<file path="src/rtl/addsub_arbiter_pkg.sv">
// rtl/addsub_arbiter_pkg.sv - shared FSM states and datapath widths for the add/sub arbiter
package addsub_arbiter_pkg;

  localparam int OPERAND_W = 4;
  localparam int RESULT_W  = 5;

  typedef enum logic [1:0] {
    IDLE = 2'd0,
    EXEC = 2'd1,
    RESP = 2'd2
  } state_e;

endpackage

</file>
<file path="src/rtl/addsub_arbiter_adder_subtractor.sv">
// rtl/addsub_arbiter_adder_subtractor.sv - 4-bit ripple adder/subtractor with 5-bit result
module adder_subtractor
  import addsub_arbiter_pkg::*;
(
  input  logic [OPERAND_W-1:0] a_i,
  input  logic [OPERAND_W-1:0] b_i,
  input  logic                 sub_i,
  output logic [RESULT_W-1:0]  result_o
);

  logic [OPERAND_W:0]   carry;
  logic [OPERAND_W-1:0] b_x;
  logic [OPERAND_W-1:0] sum;

  assign b_x      = b_i ^ {OPERAND_W{sub_i}};
  assign carry[0] = sub_i;

  for (genvar i = 0; i < OPERAND_W; i++) begin : g_bit
    assign sum[i]     = a_i[i] ^ b_x[i] ^ carry[i];
    assign carry[i+1] = (a_i[i] & b_x[i]) | (carry[i] & (a_i[i] ^ b_x[i]));
  end

  // Subtract leaves carry-out set when no borrow, so invert it to get the 5-bit two's complement sign.
  assign result_o = {carry[OPERAND_W] ^ sub_i, sum};

endmodule

</file>
<file path="src/rtl/addsub_arbiter.sv">
// rtl/addsub_arbiter.sv - two-requester round-robin arbiter in front of one shared adder/subtractor
module addsub_arbiter
  import addsub_arbiter_pkg::*;
(
  input  logic                 clk,
  input  logic                 rst,
  input  logic [1:0]           req_valid,
  output logic [1:0]           req_ready,
  input  logic [OPERAND_W-1:0] req_a0,
  input  logic [OPERAND_W-1:0] req_b0,
  input  logic [OPERAND_W-1:0] req_a1,
  input  logic [OPERAND_W-1:0] req_b1,
  input  logic [1:0]           req_sub,
  output logic                 rsp_valid,
  input  logic                 rsp_ready,
  output logic                 rsp_id,
  output logic [RESULT_W-1:0]  rsp_result
);

  state_e                state_q, state_d;
  logic                  ptr_q;
  logic [OPERAND_W-1:0]  a_q, b_q;
  logic                  sub_q, id_q;
  logic [RESULT_W-1:0]   result_q;
  logic [RESULT_W-1:0]   alu_result;
  logic                  grant_id;
  logic                  accept;

  // ptr_q holds the last accepted id; on a tie the other requester wins.
  always_comb begin
    grant_id = 1'b0;
    case (req_valid)
      2'b01:   grant_id = 1'b0;
      2'b10:   grant_id = 1'b1;
      2'b11:   grant_id = ~ptr_q;
      default: grant_id = 1'b0;
    endcase
  end

  assign accept = (state_q == IDLE) && (|req_valid);

  always_ff @(posedge clk) begin
    if (rst) state_q <= IDLE;
    else     state_q <= state_d;
  end

  always_comb begin
    state_d = state_q;
    case (state_q)
      IDLE:    if (|req_valid) state_d = EXEC;
      EXEC:    state_d = RESP;
      RESP:    if (rsp_ready) state_d = IDLE;
      default: state_d = IDLE;
    endcase
  end

  always_comb begin
    req_ready = 2'b00;
    if (accept) req_ready[grant_id] = 1'b1;
    rsp_valid = (state_q == RESP);
  end

  adder_subtractor u_alu (
    .a_i      (a_q),
    .b_i      (b_q),
    .sub_i    (sub_q),
    .result_o (alu_result)
  );

  always_ff @(posedge clk) begin
    if (rst) begin
      ptr_q    <= 1'b1;
      a_q      <= '0;
      b_q      <= '0;
      sub_q    <= 1'b0;
      id_q     <= 1'b0;
      result_q <= '0;
    end else begin
      if (accept) begin
        ptr_q <= grant_id;
        id_q  <= grant_id;
        sub_q <= req_sub[grant_id];
        a_q   <= grant_id ? req_a1 : req_a0;
        b_q   <= grant_id ? req_b1 : req_b0;
      end
      if (state_q == EXEC) result_q <= alu_result;
    end
  end

  assign rsp_id     = id_q;
  assign rsp_result = result_q;

endmodule

</file>
<file path="config.mk">
export PLATFORM = sky130hd
export DESIGN_NAME = addsub_arbiter
export DESIGN_NICKNAME = d
export VERILOG_FILES = /design/src/rtl/addsub_arbiter_pkg.sv /design/src/rtl/addsub_arbiter_adder_subtractor.sv /design/src/rtl/addsub_arbiter.sv
export SDC_FILE = /design/constraint.sdc
export NUM_CORES = 1
export LEC_CHECK = 0
export CAP_MARGIN = 20
export CELL_PAD_IN_SITES_DETAIL_PLACEMENT = 0
export CELL_PAD_IN_SITES_GLOBAL_PLACEMENT = 1
export CORE_MARGIN = 10
export CORE_UTILIZATION = 25
export CTS_CLUSTER_SIZE = 10
export DETAILED_ROUTE_END_ITERATION = 7
export PLACE_DENSITY = 0.6
export SETUP_SLACK_MARGIN = 0.2
export SLEW_MARGIN = 10
export SYNTH_ARGS = -nofsm -noshare
export SYNTH_HDL_FRONTEND = slang
export SYNTH_SLANG_ARGS = --single-unit
</file>
<file path="constraint.sdc">
create_clock -name clk -period 2.5 [get_ports clk]
set_input_delay 0.5 -clock clk [delete_from_list [all_inputs] [get_ports clk]]
set_output_delay 0.5 -clock clk [all_outputs]
set_load 0.03 [all_outputs]
</file>
* After elaboration in Yosys (flattened, before gate mapping)
Index checks and enable logic that the tools add are counted.
** Word-level totals
- Bits in registers :: 18
- Bits in latches :: 0
- Memory bits (writable) :: 0
- Bits in read-only memories :: 0
- Output and inout bits :: 9
- Memories kept :: 0
** Cells by class
- Add/sub/neg operators :: 0
- Multiply operators :: 0
- Div/mod/pow operators :: 0
- Magnitude comparators :: 2
- Equality and inequality tests :: 6
- Shift operators :: 0
- Multiplexer cells :: 11
- Bitwise logic cells :: 23
- Reductions and logical operators :: 5
** Operators by type and width (count)
- bitwise XOR 1 bit :: 9
- bitwise AND 1 bit :: 8
- 2-to-1 mux 4 bit :: 2
- == test 2 bit (second input constant) :: 3
- 2-to-1 mux 2 bit :: 3
- one-hot mux 2 bit (3 select lines) :: 1
- inequality test 2 x 1 -> 1 bit (second input constant) :: 2
- bitwise OR 1 bit :: 4
- bitwise XOR 4 bit :: 1
- 2-to-1 mux 1 bit :: 3
- == test 2 x 1 -> 1 bit (second input constant) :: 1
- logical AND 1 bit :: 2
- zero test 2 bit :: 1
- < comparator 1 x 2 -> 1 bit (second input constant) :: 1
- one-hot mux 1 bit (2 select lines) :: 1
- AND reduction 2 bit :: 1
- OR reduction 2 bit :: 1
- demux 1 bit (select 1 bit) :: 1
- greater-or-equal comparator 1 bit (second input constant) :: 1
- NOT 1 bit :: 1

* Longest topological paths before layout
Gate-level depths: netlist of run 1.
- Depth in word-level cells :: 11
- Gate-level depth with buffers :: 9

* Cells and area by module
A second synthesis of run 1 with hierarchy kept.
** Unflattened totals
- Cells, all modules :: 103
- Area total of the unflattened synthesis :: 929.6 sq um
** By module, submodules not included
- addsub_arbiter :: times used 1, cells an instance 88, area an instance 784.5 sq um
- adder_subtractor :: times used 1, cells an instance 15, area an instance 145.1 sq um

* Worst setup path after synthesis of run 1
OpenSTA, ideal clock, no wires.
- Kind :: register -> register
- From :: register sub_q
- To :: register result_q[4] (netlist: rsp_result[4])
- Library setup time :: 0.128 ns
- Data arrival time :: 1.999 ns
- Required time :: 2.372 ns
- Setup slack :: 0.373 ns
- Cell stages (with the launch flop) :: 10
- Cell sequence :: dfxtp_1 clkbuf_1 xor2_1 fa_1 inv_1 fa_1 fa_1 xnor2_1 mux2i_1 nor2_1
** Between the ends
- Cells in the longest elaborated chain, start to end :: 11
- Elaborated cells between the ends (all ways) :: 18
** RTL lines
- start: declaration :: RTL line addsub_arbiter.sv:23 : logic sub_q, id_q;
- start signal: assignment :: RTL line addsub_arbiter.sv:82 : sub_q <= req_sub[grant_id];
- bitwise XOR 4 bit :: RTL line addsub_arbiter_adder_subtractor.sv:15 : assign b_x = b_i ^ {OPERAND_W{sub_i}};
- bitwise XOR 1 bit :: RTL line addsub_arbiter_adder_subtractor.sv:20 : assign carry[i+1] = (a_i[i] & b_x[i]) | (carry[i] & (a_i[i] ^ b_x[i]));
- bitwise AND 1 bit :: RTL line addsub_arbiter_adder_subtractor.sv:20
- bitwise OR 1 bit :: RTL line addsub_arbiter_adder_subtractor.sv:20
- bitwise AND 1 bit :: RTL line addsub_arbiter_adder_subtractor.sv:20
- bitwise OR 1 bit :: RTL line addsub_arbiter_adder_subtractor.sv:20
- bitwise AND 1 bit :: RTL line addsub_arbiter_adder_subtractor.sv:20
- bitwise OR 1 bit :: RTL line addsub_arbiter_adder_subtractor.sv:20
- bitwise AND 1 bit :: RTL line addsub_arbiter_adder_subtractor.sv:20
- bitwise OR 1 bit :: RTL line addsub_arbiter_adder_subtractor.sv:20
- bitwise XOR 1 bit * :: RTL line addsub_arbiter_adder_subtractor.sv:24 : assign result_o = {carry[OPERAND_W] ^ sub_i, sum};
- end signal: assignment :: RTL line addsub_arbiter.sv:86 : if (state_q == EXEC) result_q <= alu_result;
- end: declaration :: RTL line addsub_arbiter.sv:24 : logic [RESULT_W-1:0] result_q;
Mark *: on every way between the ends. The rest lies on a longest branch, timed or not.
A chain may end at the register's enable or synchronous reset.

* Worst setup path after layout of run 1
Same ends and word-level chain as after synthesis.

==> results, run 1 <==
- The largest fanout of any net on the critical path is 6.
- Measured in cells, the most critical reg-to-reg path has a length of 8.
- The post-route cell area is 0.00132 sq mm.
- The nature of the critical path startpoint is a flop.
- The cell type contributing the most total cell area after synthesis is dfxtp_1.
- At the end of the flow, the number of nets in the layout was 162.
- The clock net in this run drives a total of 18 sinks.
- Entering global routing, the biggest net connects 19 pins.
- The number of rows created at floorplan is 21.
- For this run, the total global-route usage over all layers was measured as 0.0814.
- The initial antenna violation count came to 0.
- The number of hold buffers added after CTS was 0.
- At the later pin of the worst-skew pair, clock insertion delay measures 250 ps.
- The data arrival at the endpoint of the critical path is 2170 ps.
- The remaining antenna violation count after routing is 0.
- For this configuration, the core starts out at a cell density of 0.266.
- The die covers 0.00648 sq mm.
- The share of synthesized area in the top cell type comes to 0.394.
- The worst hold path was traced through 2 stages.
- The number of standard cells in the layout, taps in and fillers out is 180.
- The antenna diode count is 0.
- Gates resized during post-CTS repair numbered 0.
- The fraction of final layout cells with drive strength greater than 1 is 0.134.
- The summed negative setup slack over all endpoints is 0 ps.
- The final clock period utilization by the worst path is 0.825.
- The static leakage is 0.466 nW.
- For this block, the routed nets add up to 2520 um of wire.
- The number of nets in the synthesized netlist is 128.
- The final number of max-transition violations is 0.
- The type of the worst setup path is reg2reg.
- Detailed routing inserted a total of 805 vias.
- From synthesis to final layout, the design area changed by 44.0%.
- Of the synthesized area, sequential elements account for 0.394.
- Before CTS, the worst setup slack after placement is 336 ps.
- The top-level port count is 32.
- The quantity of I/O buffers inserted on ports is 31.
- The routed length per instance is 14.0 um.
- In the routed design, unresolved DRC markers number 0.
- Ranked by total cell area, the synthesized netlist is headed by dfxtp_1 39%, nand3_1 9.8%, fa_1 6.6%.
- The worst min-delay path category is reg2reg.
- The post-DP HPWL is 1970 um.
- IR analysis of the VDD net gives a maximum drop of 0.355 mV.
- The fmax is 485 MHz.
- The number of DRC violations after detailed-routing iteration 0 is 35.
- The clock root buffer is clkbuf_8.
- The via count of the first global-routing pass came to 856.
- At the worst endpoint, the required time is 2610 ps.
- After synthesis, the mean cell area works out to 8.97 sq um.
- The CTS tree is yes.
- After synthesis the netlist holds a flip-flop and latch count of 18.
- The first-pass detailed-route iteration total is 4.
- The die width is 80.5 um.
- Summing internal, switching and leakage power gives 776 uW.
- In this run the tightest slew margin relative to its limit is 0.502.
- The floorplan step set the die height to 80.5 um.
- After detailed routing, the number of vias per cell comes to 4.47.
- The nature of the critical path endpoint is a flop.
- For the final database, setup skew stands at 1.67 ps.
- The flow ran to the end, and the final reports show no timing, DRC or antenna violations.
- CTS built an H-tree with a depth of 1.
- The final worst slack is 439 ps.
- The total area inside the core boundary comes to 0.00344 sq mm.
- Setup repair after global routing left no endpoint under its margin.
- The synthesized netlist occupies a cell area of 915 sq um.
- In this run the cell area measured after placement is 0.00127 sq mm.
- The power density relative to cell area is 589 mW/mm^2.
- The routability congestion estimate from global placement is 0.733.
- The number of instances in the synthesized netlist is 102.
- The number of failing setup endpoints in the final timing report is 0.
- The first-pass GRT wire length is 4220 um.
- The final hold violation count is 0.
- After detailed placement, the design holds a cell count of 177.
- Subtracting the final worst setup slack from the clock period gives 2060 ps.
- The number of distinct library cells after synthesis is 29.
- The buffer levels on the longest clock path is 2.
- At the pin with the least slew margin, the transition time is 745 ps.
- The max-capacitance violation count is 0.
- The remaining global-route overflow is 0.
- The number of CTS-inserted buffers is 3.
- The clock-pin slew of the registers on the worst-case setup and hold paths is 60 ps.
- After clock tree synthesis, the setup repair step added 0 buffers.
- During synthesis, Yosys emitted a total of 0 warnings.
==> metal layers <==
layer	up-vias	share of wire	global-route usage
li1	424	-	-
met1	358	0.48	0.107
met2	23	0.46	0.123
met3	0	0.065	0.0334
met4	0	0	0.0106
met5	-	0	0
==> cells in the mapped netlist, drive strengths merged <==
cell    number
dfxtp       18
nand3       18
o21ai       11
a31oi        9
nor2         8
clkbuf       5
inv          5
xnor2        4
a211oi       3
fa           3
a21oi        2
buf          2
mux2i        2
a21boi       1
and2         1
and2b        1
mux2         1
nand2        1
nand2b       1
nand3b       1
nor2b        1
nor3         1
nor3b        1
or2          1
xor2         1
==> cell usage in the layout, fill, tap and decap left out <==
cell / n
nor3b_4: 1
nor3_1: 1
and2_1: 1
nand3_1: 18
a21boi_2: 1
a211oi_2: 3
nor2_2: 1
nor2b_1: 1
and2b_1: 1
a31oi_1: 9
mux2_2: 1
o21ai_1: 8
or2_1: 1
nor2_1: 7
clkdlybuf4s50_1: 29
dfxtp_1: 17
mux2i_1: 2
xnor2_1: 4
xor2_1: 1
nand3b_1: 1
a21oi_1: 2
inv_1: 5
clkbuf_8: 3
nand2b_1: 1
o21ai_0: 3
dfxtp_2: 1
fa_1: 3
nand2_1: 1
buf_4: 7
==> flip-flops by register name, summed over array words and instances (netlist names) <==
name        count
a_q             4
b_q             4
ptr_q           1
rsp_id          1
rsp_result      5
state_q         2
sub_q           1
==> logic make-up after synthesis <==
logic type | synth area share
AOI/OAI and AO/OA | 0.186
xor gates and xnor gates | 0.0479
adders and majority gates | 0.0657
buffers and inverters | 0.0643
DFF | 0.394
muxes | 0.0342
and+or+nand+nor | 0.208
==> worst paths after layout <==
kind                                           from                    endpoint  slack [ps]
worst min-delay path            rsp_id$_SDFFE_PP0P_         rsp_id$_SDFFE_PP0P_         480
worst max register to register   sub_q$_SDFFE_PP0P_  rsp_result[4]$_SDFFE_PP0N_         440
worst max-delay path             sub_q$_SDFFE_PP0P_  rsp_result[4]$_SDFFE_PP0N_         440
worst min register to register  rsp_id$_SDFFE_PP0P_         rsp_id$_SDFFE_PP0P_         480
==> per-stage QoR <==
step	utilization	hold slack [ps]
after detailed placement	0.370	474
final	0.383	485
after CTS	0.382	485
after global placement	0.370	468
after floorplan	-	479
after global routing	0.383	518
==> critical path, stage by stage (launching register included) <==
cell	delay, ps
dfxtp_2	400
xor2_1	210
fa_1	200
inv_1	50
fa_1	370
fa_1	390
xnor2_1	130
mux2i_1	130
nor2_1	50
==> area by class of cell <==
class / instances / area [sq um]
Tap cell: 46 / 57.6
Clock buffer: 3 / 41.3
Multi-Input combinational cell: 72 / 495
Fill cell: 367 / 2120
Timing Repair Buffer: 36 / 343
Sequential cell: 18 / 362
Inverter: 5 / 18.8
==> report_power, final <==
group	internal [mW]	switching, mW	total, mW	leakage (nW)
logic	0.118	0.124	0.241	0.296
clock network	0.107	0.0889	0.196	0.0216
registers	0.316	0.0233	0.339	0.149
total	0.540	0.236	0.776	0.466
(Power assumes the default switching activity.)
==> run 2: changes to the inputs <==
--- a/config.mk
+++ b/config.mk
@@ -12,7 +12,7 @@
 export CORE_UTILIZATION = 25
 export CTS_CLUSTER_SIZE = 10
 export DETAILED_ROUTE_END_ITERATION = 7
-export PLACE_DENSITY = 0.6
+export PLACE_DENSITY = 0.63
 export SETUP_SLACK_MARGIN = 0.2
 export SLEW_MARGIN = 10
 export SYNTH_ARGS = -nofsm -noshare
==> constraint.sdc (replaced) <==
create_clock -name clk -period 1.8 [get_ports clk]
set_input_delay 0.36 -clock clk [delete_from_list [all_inputs] [get_ports clk]]
set_output_delay 0.36 -clock clk [all_outputs]
set_load 0.03 [all_outputs]
==> run 2 against run 1 <==
Compared with the run above:
- the flow now finishes with violations (negative setup slack)
- via count up 10%
- wire length up 6.2%
- combinational power up 55%
- clock power up 68%
- total power up 51%
- cell area up 7.9%
- first-iteration DRC count up 8.6%
==> results, run 2 (synthesis results as in run 1) <==
- The number of sinks driven by the clock tree is 18.
- Setup slack on the worst reg-to-reg path comes out at -180 ps.
- Across the VDD grid, the largest voltage drop is 0.499 mV.
- The CTS tree is yes.
- The max-capacitance violation count is 0.
- Setup repair after global routing could not meet its margin everywhere.
- The type of the worst setup path is reg2reg.
- In this run the static leakage power is 0.554 nW.
- The source of the critical timing path is b_q[0]$_SDFFE_PP0P_.
- The quantity of hold-fixing buffers added after cts is 0.
- Of the total power, the clock network draws 0.281.
- At the pin with the least slew margin, the transition time is 420 ps.
- For this run, design rule violations remaining after detail routing come to 0.
- The count of nets left with antenna violations once routing finished came out at 0.
- The final number of max-transition violations is 0.
- Setup violations remaining at the end of the flow were counted as 2.
- The initial antenna violation count came to 0.
- On the final layout, the worst clock skew is 3.64 ps.
- The top-level port count is 32.
- Dividing the detail-routed wire length by the instance count gives 14.1 um.
- After clock tree synthesis, the clock-pin slew on the worst setup and hold paths is 70 ps.
- The via count of the first global-routing pass was 909.
- The cell-internal power is 818 uW.
- The post-route total power is 1.17 mW.
- The y dimension of the die is 80.5 um.
- The initial utilization of the core area, before any placement, comes to 0.266.
- The switching power summed over all nets is 351 uW.
- Power spread over the standard cell area amounts to 823 mW/mm^2.
- The register with the most flip-flops in the layout has 5 of them.
- The final worst slack is -185 ps.
- No sink is reached through more buffers than the 2 on the longest clock path.
- The number of DRC violations after detailed-routing iteration 0 is 38.
- The worst setup path is captured at a flop.
- The final hold violation count is 0.
- The H-tree depth is 1.
- Port buffering added 31 buffers.
- For this run, the post-layout net count is 171.
- The number of rows created at floorplan is 21.
- The routability congestion estimate from global placement is 0.767.
- Of all nets on the critical path, the largest fanout is 2.
- The relative max-transition margin is 0.720.
- The final reports fail on negative setup slack.
- The share of total power dissipated in sequential elements is 0.400.
- Data arrives at the worst endpoint at 2160 ps.
- The library cell used most frequently in the layout, excluding fill and tap cells, is clkdlybuf4s50_1.
- The hold path startpoint is rsp_result[1]$_SDFFE_PP0N_.
- In the global route stage, overall resource usage came out at 0.0845.
- The die footprint is 0.00648 sq mm.
- The filler cells instantiated in the layout total 348.
- Based on the critical path, the design can be clocked at up to 504 MHz.
- The number of CTS-inserted buffers is 3.
- The nature of the critical path startpoint is a flop.
- Dividing the detail-routed via count by the number of cells gives 4.67.
- Global routing finished with a remaining overflow of 0.
- The critical register-to-register path startpoint is b_q[0]$_SDFFE_PP0P_.
- CTS placed an instance of clkbuf_8 at the clock tree root.
- The post-place setup slack is -208 ps.
- The first global-routing pass estimated 4410 um of wire.
- The die is 80.5 um wide.
- Relative to the synthesized area, the layout overhead comes to 55.4%.
- In the layout the commonest cells are 20 x clkdlybuf4s50_1, 18 x nand3_1, 13 x dfxtp_1, 13 x buf_4, 9 x a31oi_1.
- The minimum clock period is 1980 ps.
- The share of total power dissipated in combinational logic is 0.319.
- Of the cells placed in the final design, the portion with a size suffix greater than 1 is 0.271.
- The final routed wirelength across all metal layers is 2670 um.
- Entering global routing, the biggest net connects 19 pins.
- The worst min-delay path category is reg2reg.
- The fraction of power spent switching nets is 0.300.
- The flow ran to the end, but the final reports show violations.
- The first-pass detailed-route iteration total is 4.
- At the later pin of the worst-skew pair, clock insertion delay measures 250 ps.
- The endpoint required time on the critical path is 1970 ps.
- In the finished design, the share of the clock period the worst path needs comes to 1.10.
- The post-DP HPWL is 2030 um.
- The routed layout has 888 vias.
- After floorplanning, the core was sized to cover 0.00344 sq mm.
- The antenna diode count is 0.
==> run 2: cell types whose count changed in the layout (fill, tap and decap cells not counted), sizes merged <==
cell,previous run,this run
clkdlybuf4s50,29,20
buf,7,16
dlygate4sd2,0,8
clkbuf,3,5
==> run 2: timing repair <==
action,4_1_cts,5_1_grt
buffers inserted,2,0
cloned,0,0
gates resized for setup,20,4
pin swaps,4,2
endpoints found under the setup margin,12,5
==> run 2: final timing paths <==
path | to | cells after the start
max | rsp_result[3]$_SDFFE_PP0N_ | 6
min | rsp_result[1]$_SDFFE_PP0N_ | 2
max reg2reg | rsp_result[3]$_SDFFE_PP0N_ | 6
min reg2reg | rsp_result[1]$_SDFFE_PP0N_ | 2
==> run 2: layer usage <==
metal	wire (um)	global-route usage	part of all wire	vias to the layer above
met1	1140	0.102	0.43	419
li1	-	-	-	441
met3	180	0.0278	0.067	2
met2	1320	0.139	0.49	26
met5	0	0	0	-
met4	31	0.0211	0.012	0
==> run 2: worst max-delay path, cell delays in order (launching register included) <==
cell and delay (ps):
dfxtp_2 340, mux2_4 310, fa_2 360, inv_2 70, fa_2 200, fa_2 440
a211oi_2 190
==> run 2: power groups by stage <==
stage	logic, mW	clock network, mW	registers [mW]
floorplan	0.197	0	0.498
global placement	0.366	0	0.473
detailed placement	0.369	0	0.474
CTS	0.375	0.338	0.467
global route	0.412	0.357	0.472
finish	0.373	0.329	0.468
==> run 2: area by class of cell <==
cell class              instances  area, sq um  area share
inverters                       5         18.8      0.0132
repair buffers                 45          407       0.286
clock buffers                   4         55.1      0.0387
multi-input cells              72          517       0.364
flip-flops and latches         18          367       0.258
well taps                      46         57.6      0.0405
==> run 2: metrics by stage <==
| stage | instance area, sq um | hold WS, ps | utilization | std cells | setup TNS [ps] |
|---|---|---|---|---|---|
| 3_3_place_gp | 1340 | 468 | 0.389 | 184 | -247 |
| 4_1_cts | 1420 | 486 | 0.413 | 190 | -311 |
| 3_5_place_dp | 1340 | 469 | 0.389 | 184 | -380 |
| 5_1_grt | 1420 | 506 | 0.413 | 190 | -555 |
| 6_report | 1420 | 487 | 0.413 | 190 | -309 |
| 2_1_floorplan | 935 | 479 | - | 102 | -275 |
==> run 3: changes to the inputs <==
--- a/config.mk
+++ b/config.mk
@@ -12,6 +12,7 @@
 export CORE_UTILIZATION = 25
 export CTS_CLUSTER_SIZE = 10
 export DETAILED_ROUTE_END_ITERATION = 7
+export MAX_ROUTING_LAYER = met4
 export PLACE_DENSITY = 0.63
 export SETUP_SLACK_MARGIN = 0.2
 export SLEW_MARGIN = 10
==> run 3 against run 2 <==
Compared with the run above:
- the flow still finishes with violations (negative setup slack)
- clock skew about the same
- clock power about the same
- core utilization unchanged
- critical endpoint unchanged
- highest routed layer unchanged
- via count down 0.45%
- sequential share of layout area unchanged
- register-to-register slack about the same
- wire length about the same
- first-iteration DRC count up 7.9%
- die area unchanged
==> results, run 3 (synthesis results as in run 1) <==
- After detailed routing, the met3 layer carries 169 um of wire.
- The tool flagged a number of max-cap violations equal to 0.
- The routed length per instance is 14.1 um.
- From bottom edge to top edge, the die measures 80.5 um.
- The critical path's largest stage delay is 440 ps.
- The worst setup path is captured at a flop.
- The worst pin sits at a relative slew slack of 0.719.
- In the post-route analysis, the smallest setup slack over all paths is -185 ps.
- Of the available clock period, the critical path in the final layout requires 1.10.
- Counting the fill cells in the layout gives 348.
- The uppermost metal layer occupied by signal nets is met4.
- Leaving out fill and tap cells, the most frequent cell in the layout is clkdlybuf4s50_1.
- The clock root buffer is clkbuf_8.
- The top cell types in the final layout, fill and taps aside, are 20 x clkdlybuf4s50_1, 18 x nand3_1, 13 x dfxtp_1, 13 x buf_4, 9 x a31oi_1.
- The endpoint required time on the critical path is 1970 ps.
- For this design, the sink count on the clock tree is 18.
- Along the worst path, the maximum fanout reaches 2.
- The overall track demand over capacity in global routing is 0.0871.
- In the final layout, flip-flops and latches occupy 367 sq um.
- The antenna diode count is 0.
- The hold-critical path depth is 2.
- The remaining global-route overflow is 0.
- The remaining antenna violation count after routing is 0.
- Setup repair after global routing could not meet its margin everywhere.
- The first detailed-routing pass took 4 iterations.
- CTS built an H-tree with a depth of 1.
- The nature of the critical path startpoint is a flop.
- The number of buffers and inverters on the critical path is 1.
- The fmax is 504 MHz.
- Summed over all nets, wire length on met2 after detailed routing comes to 1300 um.
- The worst-margin pin slew is 421 ps.
- The routability congestion estimate from global placement is 0.777.
- The register with the most flip-flops in the layout has 5 of them.
- The final net count is 171.
- Entering global routing, the biggest net connects 19 pins.
- The cell area after placement is 0.00134 sq mm.
- The final number of max-transition violations is 0.
- For this design, the CTS-stage hold fixing added 0 buffers.
- The number of failing setup endpoints in the final timing report is 2.
- In the routed design, unresolved DRC markers number 0.
- The via count of the routed design is 884.
- Measured in cells, the most critical reg-to-reg path has a length of 6.
- In this run the critical register-to-register path is captured at rsp_result[3]$_SDFFE_PP0N_.
- The die width is 80.5 um.
- Buffers placed on the I/O ports in this run total 31.
- The final routed wirelength across all metal layers is 2670 um.
- Subtracting the final worst setup slack from the clock period gives 1990 ps.
- The hold path startpoint is rsp_result[1]$_SDFFE_PP0N_.
- The share of the core filled with cells in the final layout is 0.413.
- The via count of the first global-routing pass is 909.
- The footprint of the multi-input gates is 517 sq um.
- Grouping stages by cell kind, the critical path spends the most delay in adder cells.
- After the first detailed-routing iteration, the DRC count stood at 41.
- The setup path with the least slack is of type reg2reg.
- The standard cell core area is 0.00344 sq mm.
- The critical register-to-register path startpoint is b_q[0]$_SDFFE_PP0P_.
- Walking the worst path, the cells encountered are mux2_4 -> fa_2 -> inv_2 -> fa_2 -> fa_2 -> a211oi_2.
- Dividing total power by cell area gives a power density of 823 mW/mm^2.
- Among the stages of the critical path, the cell type that occurs most often is fa_2.
- The die footprint is 0.00648 sq mm.
- The initial antenna violation count came to 0.
- The setup check on the worst reg-to-reg path leaves a slack of -190 ps.
- The number of clock buffers added by TritonCTS is 3.
- The CTS tree is yes.
- Once detailed placement completed, the half-perimeter wirelength came to 2030 um.
- Hold timing on the final database bottoms out at a slack of 487 ps.
- In this run the worst hold path is classified as reg2reg.
- The final hold violation count is 0.
- For this configuration, the core starts out at a cell density of 0.266.
- Clock-pin slew was measured on the worst setup and hold paths at 70 ps.
- The buffer levels on the longest clock path is 2.
- The maximum VDD drop is 0.499 mV.
- The slowest stage of the critical path belongs to the cell fa_2.
- Of the cells placed in the final design, the portion with a size suffix greater than 1 is 0.271.
- Once layout is done, the placed cells without fillers occupy 0.00142 sq mm.
- The final reports fail on negative setup slack.
- The floorplan has 21 rows.
- 32 I/O pins were placed.
- On the final layout, the worst clock skew is 3.53 ps.
- For the worst-skew pair, the clock arrives at the later sink with an insertion delay of 250 ps.
- The hold-critical path endpoint is rsp_result[1]$_SDFFE_PP0N_.
- Using the TritonRoute via totals, the vias-per-cell ratio works out to 4.65.
- The routed metal-1 wire length is 1170 um.
- STA puts the critical path data arrival time at 2160 ps.
- Summed over all cells, the static leakage comes to 0.554 nW.
- The first-pass GRT wire length is 4400 um.
- The synthesis-to-finish area growth is 55.4%.
- The run finished, with violations left.
## run 3: how the worst max path moves through the flow
stage / to / from / depth (start not counted)
5_1_grt: rsp_result[3]$_SDFFE_PP0N_ / b_q[0]$_SDFFE_PP0P_ / 6
6_report: rsp_result[3]$_SDFFE_PP0N_ / b_q[0]$_SDFFE_PP0P_ / 6
3_5_place_dp: rsp_result[3]$_SDFFE_PP0N_ / b_q[0]$_SDFFE_PP0P_ / 6
3_3_place_gp: rsp_result[3]$_SDFFE_PP0N_ / b_q[0]$_SDFFE_PP0P_ / 6
2_1_floorplan: rsp_result[3]$_SDFFE_PP0N_ / sub_q$_SDFFE_PP0P_ / 7
4_1_cts: rsp_result[3]$_SDFFE_PP0N_ / b_q[0]$_SDFFE_PP0P_ / 6
## run 3: through the flow
step,cells,power [mW],TNS (ps),setup slack (ps)
3_5_place_dp,184,0.843,-380,-208
3_3_place_gp,184,0.838,-247,-145
6_report,190,1.17,-310,-185
2_1_floorplan,102,0.695,-275,-149
4_1_cts,190,1.18,-311,-173
5_1_grt,190,1.24,-555,-272
## run 3: worst reg2reg max path: stages (launching register included)
cell and delay (ps):
dfxtp_2 340, mux2_4 310, fa_2 360, inv_2 70, fa_2 200, fa_2 440
a211oi_2 190
## run 3: area by class of cell
type                       count  area share
inverter                       5      0.0132
sequential                    18       0.258
multi-input combinational     72       0.364
timing repair buffer          45       0.286
clock buffer                   4      0.0387
tap                           46      0.0405
## run 3: timing repair
| action | CTS | global route |
|---|---|---|
| pin swaps | 4 | 2 |
| endpoints found under the setup margin | 12 | 5 |
| resized for setup | 20 | 4 |
| buffers inserted | 2 | 0 |
## run 3: power breakdown
group | leakage (nW) | total, mW | internal [mW] | switching (mW)
Sequential | 0.150 | 0.468 | 0.440 | 0.0272
Clock | 0.0288 | 0.329 | 0.194 | 0.135
Combinational | 0.376 | 0.372 | 0.184 | 0.189
## run 3: layer usage
metal / GRT usage / up-vias
met3: 0.0278 / 2
met4: 0.0211 / 0
met2: 0.140 / 24
li1: - / 442
met1: 0.102 / 416
met5: - / -
